`config.mk`:
```
export PLATFORM = sky130hd
export DESIGN_NAME = divider_binary_unsigned_flat
export DESIGN_NICKNAME = d
export VERILOG_FILES = /design/src/rtl/divider_binary_unsigned_if.sv /design/src/rtl/divider_binary_unsigned.sv /design/src/flat_wrapper.sv
export SDC_FILE = /design/constraint.sdc
export NUM_CORES = 1
export LEC_CHECK = 0
export ABC_AREA = 1
export BUFFER_PORTS_ARGS = -buffer_cell sky130_fd_sc_hd__buf_2
export CAP_MARGIN = 5
export CORE_MARGIN = 3
export CORE_UTILIZATION = 40
export DETAILED_ROUTE_END_ITERATION = 10
export GPL_TIMING_DRIVEN = 0
export PLACE_DENSITY = 0.65
export SLEW_MARGIN = 5
export SYNTH_ARGS = -nofsm -noshare
export SYNTH_HDL_FRONTEND = slang
export SYNTH_SLANG_ARGS = --single-unit
```
`constraint.sdc`:
```
create_clock -name clk -period 1.4 [get_ports clk]
set_input_delay 0.07 -clock clk [delete_from_list [all_inputs] [get_ports clk]]
set_output_delay 0.07 -clock clk [all_outputs]
set_load 0.02 [all_outputs]
```
`src/rtl/divider_binary_unsigned_if.sv`:
```
// Start/done handshake bundle for the iterative unsigned divider.
// The requester drives start and the operands. The divider returns
// busy, done and the registered results.
interface divider_binary_unsigned_if #(
   parameter int unsigned DW = 4,
   parameter int unsigned VW = 2
);
   logic          start;
   logic [DW-1:0] dividend;
   logic [VW-1:0] divisor;
   logic          busy;
   logic          done;
   logic [DW-1:0] quotient;
   logic [VW-1:0] remainder;
   logic          div_zero;

   modport master (
      output start, dividend, divisor,
      input  busy, done, quotient, remainder, div_zero
   );

   modport slave (
      input  start, dividend, divisor,
      output busy, done, quotient, remainder, div_zero
   );
endinterface

```
`src/rtl/divider_binary_unsigned.sv`:
```
// Iterative restoring divider for unsigned operands.
// It resolves one quotient bit per cycle, starting at the MSB. The result is
// ready DW+1 cycles after start: done pulses for one cycle, and the
// quotient, remainder and div_zero registers hold until the next done.
module divider_binary_unsigned #(
   parameter int unsigned DW = 4,
   parameter int unsigned VW = 2
) (
   input  logic                     clk,
   input  logic                     rst,
   divider_binary_unsigned_if.slave bus
);

   localparam int unsigned CW = (DW > 1) ? $clog2(DW) : 1;

   typedef enum logic [1:0] {
      IDLE,
      CALC,
      DONE
   } state_t;

   state_t        state;
   logic [DW-1:0] d_reg;
   logic [DW-1:0] q_reg;
   logic [VW-1:0] v_reg;
   // The partial remainder never reaches the divisor after a step.
   // VW bits are therefore enough to hold it between steps. Only the trial
   // value needs the extra bit.
   logic [VW-1:0] r_reg;
   logic [CW-1:0] count;

   logic [VW:0]   trial;
   logic          fit;
   logic [VW-1:0] r_next;
   logic [DW-1:0] q_next;

   // One restoring step: bring in the next dividend bit and subtract if it fits
   always_comb begin
      trial  = {r_reg, d_reg[DW-1]};
      fit    = (trial >= {1'b0, v_reg});
      r_next = trial[VW-1:0];
      if (fit) begin
         // The true difference is below the divisor, so modulo-2^VW arithmetic is exact.
         r_next = trial[VW-1:0] - v_reg;
      end
      q_next = {q_reg[DW-2:0], fit};
   end

   // Control FSM and datapath registers, including the registered result outputs
   always_ff @(posedge clk) begin
      if (rst) begin
         state         <= IDLE;
         d_reg         <= '0;
         q_reg         <= '0;
         v_reg         <= '0;
         r_reg         <= '0;
         count         <= '0;
         bus.busy      <= 1'b0;
         bus.done      <= 1'b0;
         bus.quotient  <= '0;
         bus.remainder <= '0;
         bus.div_zero  <= 1'b0;
      end else begin
         case (state)
            IDLE: begin
               bus.done <= 1'b0;
               if (bus.start) begin
                  d_reg    <= bus.dividend;
                  v_reg    <= bus.divisor;
                  r_reg    <= '0;
                  q_reg    <= '0;
                  count    <= CW'(DW - 1);
                  bus.busy <= 1'b1;
                  state    <= CALC;
               end
            end
            CALC: begin
               r_reg <= r_next;
               q_reg <= q_next;
               d_reg <= {d_reg[DW-2:0], 1'b0};
               if (count == '0) begin
                  // Results are registered on entry to DONE.
                  // This makes them valid during the same cycle as the done pulse.
                  state    <= DONE;
                  bus.done <= 1'b1;
                  if (v_reg == '0) begin
                     bus.quotient  <= '1;
                     bus.remainder <= '0;
                     bus.div_zero  <= 1'b1;
                  end else begin
                     bus.quotient  <= q_next;
                     bus.remainder <= r_next;
                     bus.div_zero  <= 1'b0;
                  end
               end else begin
                  count <= count - 1'b1;
               end
            end
            DONE: begin
               bus.done <= 1'b0;
               bus.busy <= 1'b0;
               state    <= IDLE;
            end
            default: begin
               bus.done <= 1'b0;
               bus.busy <= 1'b0;
               state    <= IDLE;
            end
         endcase
      end
   end

endmodule

```
`src/flat_wrapper.sv`:
```
// flat-port wrapper written by rule: the top's interface ports become plain ports
module divider_binary_unsigned_flat 
#(
   parameter int unsigned DW = 4,
   parameter int unsigned VW = 2
)
  (clk, rst, bus_start, bus_dividend, bus_divisor, bus_busy, bus_done, bus_quotient, bus_remainder, bus_div_zero);
  divider_binary_unsigned_if #(.DW(DW), .VW(VW)) bus_i ();
  input  logic clk;
  input  logic rst;
  input wire logic [$bits(bus_i.start)-1:0] bus_start;
  input wire logic [$bits(bus_i.dividend)-1:0] bus_dividend;
  input wire logic [$bits(bus_i.divisor)-1:0] bus_divisor;
  output wire logic [$bits(bus_i.busy)-1:0] bus_busy;
  output wire logic [$bits(bus_i.done)-1:0] bus_done;
  output wire logic [$bits(bus_i.quotient)-1:0] bus_quotient;
  output wire logic [$bits(bus_i.remainder)-1:0] bus_remainder;
  output wire logic [$bits(bus_i.div_zero)-1:0] bus_div_zero;
  assign bus_i.start = bus_start;
  assign bus_i.dividend = bus_dividend;
  assign bus_i.divisor = bus_divisor;
  assign bus_busy = bus_i.busy;
  assign bus_done = bus_i.done;
  assign bus_quotient = bus_i.quotient;
  assign bus_remainder = bus_i.remainder;
  assign bus_div_zero = bus_i.div_zero;
  divider_binary_unsigned #(.DW(DW), .VW(VW)) u_core (.clk(clk), .rst(rst), .bus(bus_i));
endmodule
```
Word level (Yosys, flattened, before mapping)
Cells that the tools add are included.
{"block": "word_totals", "register_bits": 24, "input_bits": 9, "out_inout_bits": 9, "elab_cells": 48}
{"block": "classes", "addsub": 2, "n_lt_le_gt_ge": 1, "eq_ne": 4, "n_mux": 18, "bitwise": 1, "reduce_logical": 11}
{"op": "$mux 2", "count": 7}
{"op": "$pmux 2 s2", "count": 3}
{"op": "$reduce_and 2->1", "count": 5}
{"op": "$mux 4", "count": 2}
{"op": "$pmux 4 s2", "count": 1}
{"op": "$logic_not 2->1", "count": 3}
{"op": "$pmux 3 s2", "count": 1}
{"op": "$ne 2x2->1 const B", "count": 2}
{"op": "$ge 3x2->1", "count": 1}
{"op": "$mux 3", "count": 1}
{"op": "$reduce_and 3->1", "count": 1}
{"op": "$eq 2x1->1 const B", "count": 1}
{"op": "$mux 1", "count": 2}
{"op": "$ne 2x1->1 const B", "count": 1}
{"op": "$pmux 1 s2", "count": 1}
{"op": "$reduce_bool 2->1", "count": 1}
{"op": "$reduce_or 2->1", "count": 1}
{"op": "$sub 2x1->2 const B", "count": 1}
{"op": "$sub 2x2->2", "count": 1}
{"op": "$not 1->1", "count": 1}

Logic depth before layout (Yosys ltp)
{"block": "depth", "depth_word": 3, "depth_mapped": 8, "mapped_depth_nobuf": 8}

Least setup slack after synthesis
Ideal clock, no wire load.
{"block": "synth_path", "path_kind": "register to register", "start": "register u_core.v_reg[1]", "end": "register u_core.bus.remainder[1]", "setup_time_ps": 71, "arrival_time_ps": 1136, "t_required_ps": 1329, "slack_ps": 194, "path_stages_with_launch": 8, "n_path_buf": 0, "cell_sequence": "dfxtp_1 -> inv_1 -> ha_1 -> nand2_1 -> nand3_1 -> nand2_1 -> nand3_1 -> a21oi_1"}
{"block": "synth_via", "elab_chain_cells": 3, "word_cells_on_any_way": 5}
{"item": "start, declared", "line_no": "divider_binary_unsigned.sv:25", "rtl": "logic [VW-1:0] v_reg;"}
{"item": "start signal, assigned", "line_no": "divider_binary_unsigned.sv:69", "rtl": "v_reg <= bus.divisor;"}
{"item": "$ge 3x2->1 or $sub 2x2->2 (tied branches)", "line_no": "divider_binary_unsigned.sv:40, divider_binary_unsigned.sv:44"}
{"item": "$mux 2", "line_no": "divider_binary_unsigned.sv:42", "rtl": "if (fit) begin"}
{"item": "$mux 2 (*)", "line_no": "divider_binary_unsigned.sv:86", "rtl": "if (v_reg == '0) begin"}
{"item": "end signal, assigned", "line_no": "divider_binary_unsigned.sv:92", "rtl": "bus.remainder <= r_next;"}
{"item": "end, declared", "line_no": "divider_binary_unsigned_if.sv:24", "rtl": "output busy, done, quotient, remainder, div_zero"}
Every way passes the cells marked *; elsewhere a longest branch is shown, timed or not.
A chain may end at the register's enable or synchronous reset.

Final worst setup path
{"block": "layout_path", "start": "register u_core.v_reg[1]", "end": "register u_core.bus.remainder[0]"}
{"block": "layout_via", "elab_chain_cells": 3, "word_cells_on_any_way": 4}
{"item": "$ge 3x2->1", "line_no": "divider_binary_unsigned.sv:40", "rtl": "fit = (trial >= {1'b0, v_reg});"}
{"item": "$mux 2", "line_no": "divider_binary_unsigned.sv:42"}
{"item": "$mux 2 (*)", "line_no": "divider_binary_unsigned.sv:86"}
Marked as above.

==> flow_metrics.py <==
metrics = {
    "run_status": {
        "status": "complete, no violations",
    },
    "final_layout": {
        "final_cell_mix": "dfxtp_1 (24), nand2_1 (22), buf_2 (17)",
        "final_layout_size_suffix_gt1_share_pct": 21.6,
        "nNetsFinal": 166,
        "final_area_mm2": 0.00121,
        "final_common_cell": "dfxtp_1",
        "area_delta_synth_final_pct": 22.2,
        "instances_no_fill": 181,
        "antenna_cells": 0,
        "fillers": 226,
    },
    "power_and_ir_drop": {
        "power_per_cell_area_mw_per_mm2": 1330,
        "leakagePower_uw": 0.000561,
        "ir_drop_mv": 0.804,
    },
    "setup_path": {
        "crit_arrival_ns": 1.58,
        "startpoint_type": "flop",
        "critPathMaxFanout": 4,
        "crit_chain": "inv_1, ha_4, nor2_1, nand3_2, nand2_2, nand3_1, a21oi_1",
        "max_stage_delay_ns": 0.36,
        "critPathSlowestCell": "dfxtp_1",
        "critical_path_class": "flop to flop",
        "endpoint_kind": "flop",
        "required_ns": 1.66,
    },
    "clocking": {
        "clk_pin_slew_ns": 0.13,
        "cts_root_buf": "clkbuf_4",
        "cts_setup_buffers": 0,
        "htree_levels": 1,
        "ctsLongestPathBuffers": 2,
        "clock_latency_ns": 0.32,
        "cts_tree": "built",
        "clock-sinks": 24,
        "numCtsBuffers": 3,
    },
    "synthesis": {
        "synth_simple_gate_area_share_pct": 26.4,
        "synth_top_area_share_pct": 48.4,
        "yosysWarnings": 0,
        "synth_mux_area_share_pct": 0,
        "ys_seq_elements": 24,
        "synth_top_family_by_area": "simple AND/OR/NAND/NOR gates",
        "synthXorXnorAreaFrac_pct": 0.883,
        "netlist_area_um2": 992,
        "yosysSeqAreaShare_pct": 48.4,
        "synthAdderAreaFrac_pct": 3.78,
        "avgSynthCellArea_um2": 7.63,
        "ys_types": 20,
        "synth_top_cell_by_area": "dfxtp_1",
        "synthTopCellsByArea": "dfxtp_1 (48%), nand2_1 (9.8%), o21ai_0 (6.1%)",
        "synth_nets": 142,
        "synthesis.instances": 130,
        "synth_compound_area_share_pct": 13.7,
    },
    "grt": {
        "overflow": 0,
        "grt_max_degree": 15,
        "grt_usage_pct": 14.3,
        "grt_pass1_wl_um": 3570,
        "antenna_found_initial": 0,
        "first_global_vias": 815,
    },
    "placement": {
        "dpl-instance-area_mm2": 0.00111,
        "dp_hpwl_um": 1600,
        "place_congestion": 0.817,
        "dp_cells": 175,
        "port_buffers": 17,
    },
    "routing": {
        "first_pass_iters": 4,
        "drc": 0,
        "drt_first_iter_violations": 13,
        "vias": 902,
        "viasPerCell": 4.98,
        "post_drt_wl_per_cell_um": 11.8,
        "ant_nets": 0,
        "wl_um": 2140,
    },
    "floorplan": {
        "dieHeight_um": 55.8,
        "core-area_mm2": 0.00228,
        "die_w_um": 55.8,
        "rows": 17,
        "ios": 18,
        "start_util_pct": 43.6,
        "die_area_mm2": 0.00311,
    },
    "sta": {
        "fmax_mhz": 759,
        "final_max_slew_viol_count": 0,
        "tns_ns": 0,
        "setup_violations": 0,
        "hold_viol_final": 0,
        "min_period_ns": 1.32,
        "timing.final.crit_share_pct": 94.1,
        "maxSlewHeadroom_pct": 67.2,
        "tightest_slew_ns": 0.492,
        "clock_skew_ns": 0.00360,
    },
    "job": {
        "max-cap-violations": 0,
    },
    "worst_hold_path": {
        "hold_path_class": "input pin to flop",
    },
}
==> report_power, final <==
group / leakage [µW] / internal, µW / switching, µW
Clock: 0.0000279 / 290 / 216
Combinational: 0.000336 / 121 / 218
Sequential: 0.000197 / 737 / 28.6
Total: 0.000561 / 1150 / 463
==> final timing paths <==
kind	slack, ns	endpoint	from	cells after the start
setup reg to reg	0.08	u_core.bus.remainder[0]	u_core.v_reg[1]	7
hold reg to reg	0.47	u_core.bus.busy	u_core.bus.busy	2
hold / removal	0.01	u_core.v_reg[0]	bus_divisor[0]	3
setup / recovery	0.08	u_core.bus.remainder[0]	u_core.v_reg[1]	7
==> stage by stage <==
| stage | total power, µW | util [%] | worst slack [ns] | hold slack, ns |
|---|---|---|---|---|
| 3_5_place_dp | 1090 | 48.9 | 0.0229 | 0.305 |
| 6_report | 1610 | 53.3 | 0.0821 | 0.0105 |
| 4_1_cts | 1620 | 52.3 | 0.0182 | 0.00473 |
| 3_3_place_gp | 1080 | 48.9 | 0.0932 | 0.302 |
| 5_1_grt | 1700 | 53.3 | -0.0178 | 0.0218 |
| 2_1_floorplan | 1000 | - | 0.194 | 0.185 |
==> cell usage after synthesis <==
library cell / n
a21oi_1: 11
clkbuf_1: 2
dfxtp_1: 24
ha_1: 3
inv_1: 14
inv_2: 2
nand2_1: 26
nand2_2: 1
nand2_4: 1
nand3_1: 8
nand3b_1: 1
nand4_1: 1
nor2_1: 16
nor2_4: 2
nor3_1: 2
o211ai_1: 1
o21ai_0: 12
o21ai_1: 1
o32ai_1: 1
xor2_1: 1
==> layer usage <==
metal | track usage [%] | wire length [µm] | part of all wire [%]
met5 | 0 | 0 | 0
met4 | 2.08 | 0 | 0
met3 | 5.34 | 106 | 5.0
met2 | 25.7 | 1090 | 51
met1 | 16.5 | 944 | 44
==> logic make-up after synthesis <==
group                      count (synthesis)
AOI/OAI and AO/OA                         26
xor gates and xnor gates                   1
adders and majority gates                  3
buffers and inverters                     18
DFF                                       24
and+or+nand+nor                           58
==> cell type report <==
type	count	area, µm²	area share, %
Sequential cell	24	480	39.6
Multi-Input combinational cell	88	472	38.9
Timing Repair Buffer	19	105	8.67
Inverter	16	60.1	4.95
Tap cell	28	35.0	2.89
Clock inverter	1	30.0	2.48
Clock buffer	3	22.5	1.86
Buffer	2	7.51	0.619
==> repair_timing <==
| action | in CTS | in global routing |
|---|---|---|
| gates cloned | 0 | 0 |
| hold buffers | 2 | 0 |
| endpoints found under the setup margin | 1 | 5 |
| gates resized for setup | 1 | 5 |
| hold endpoints to repair | 2 | 0 |
==> critical path: cells and delay by family, from the launching register on <==
| kind | cells | cell delay [ns] |
|---|---|---|
| AND/OR/NAND/NOR | 4 | 0.54 |
| flip-flops | 1 | 0.36 |
| adder cells (fa/ha/maj) | 1 | 0.15 |
| AO/OA/AOI/OAI | 1 | 0.12 |
| buffers and inverters | 1 | 0.08 |
(Power assumes the default switching activity.)
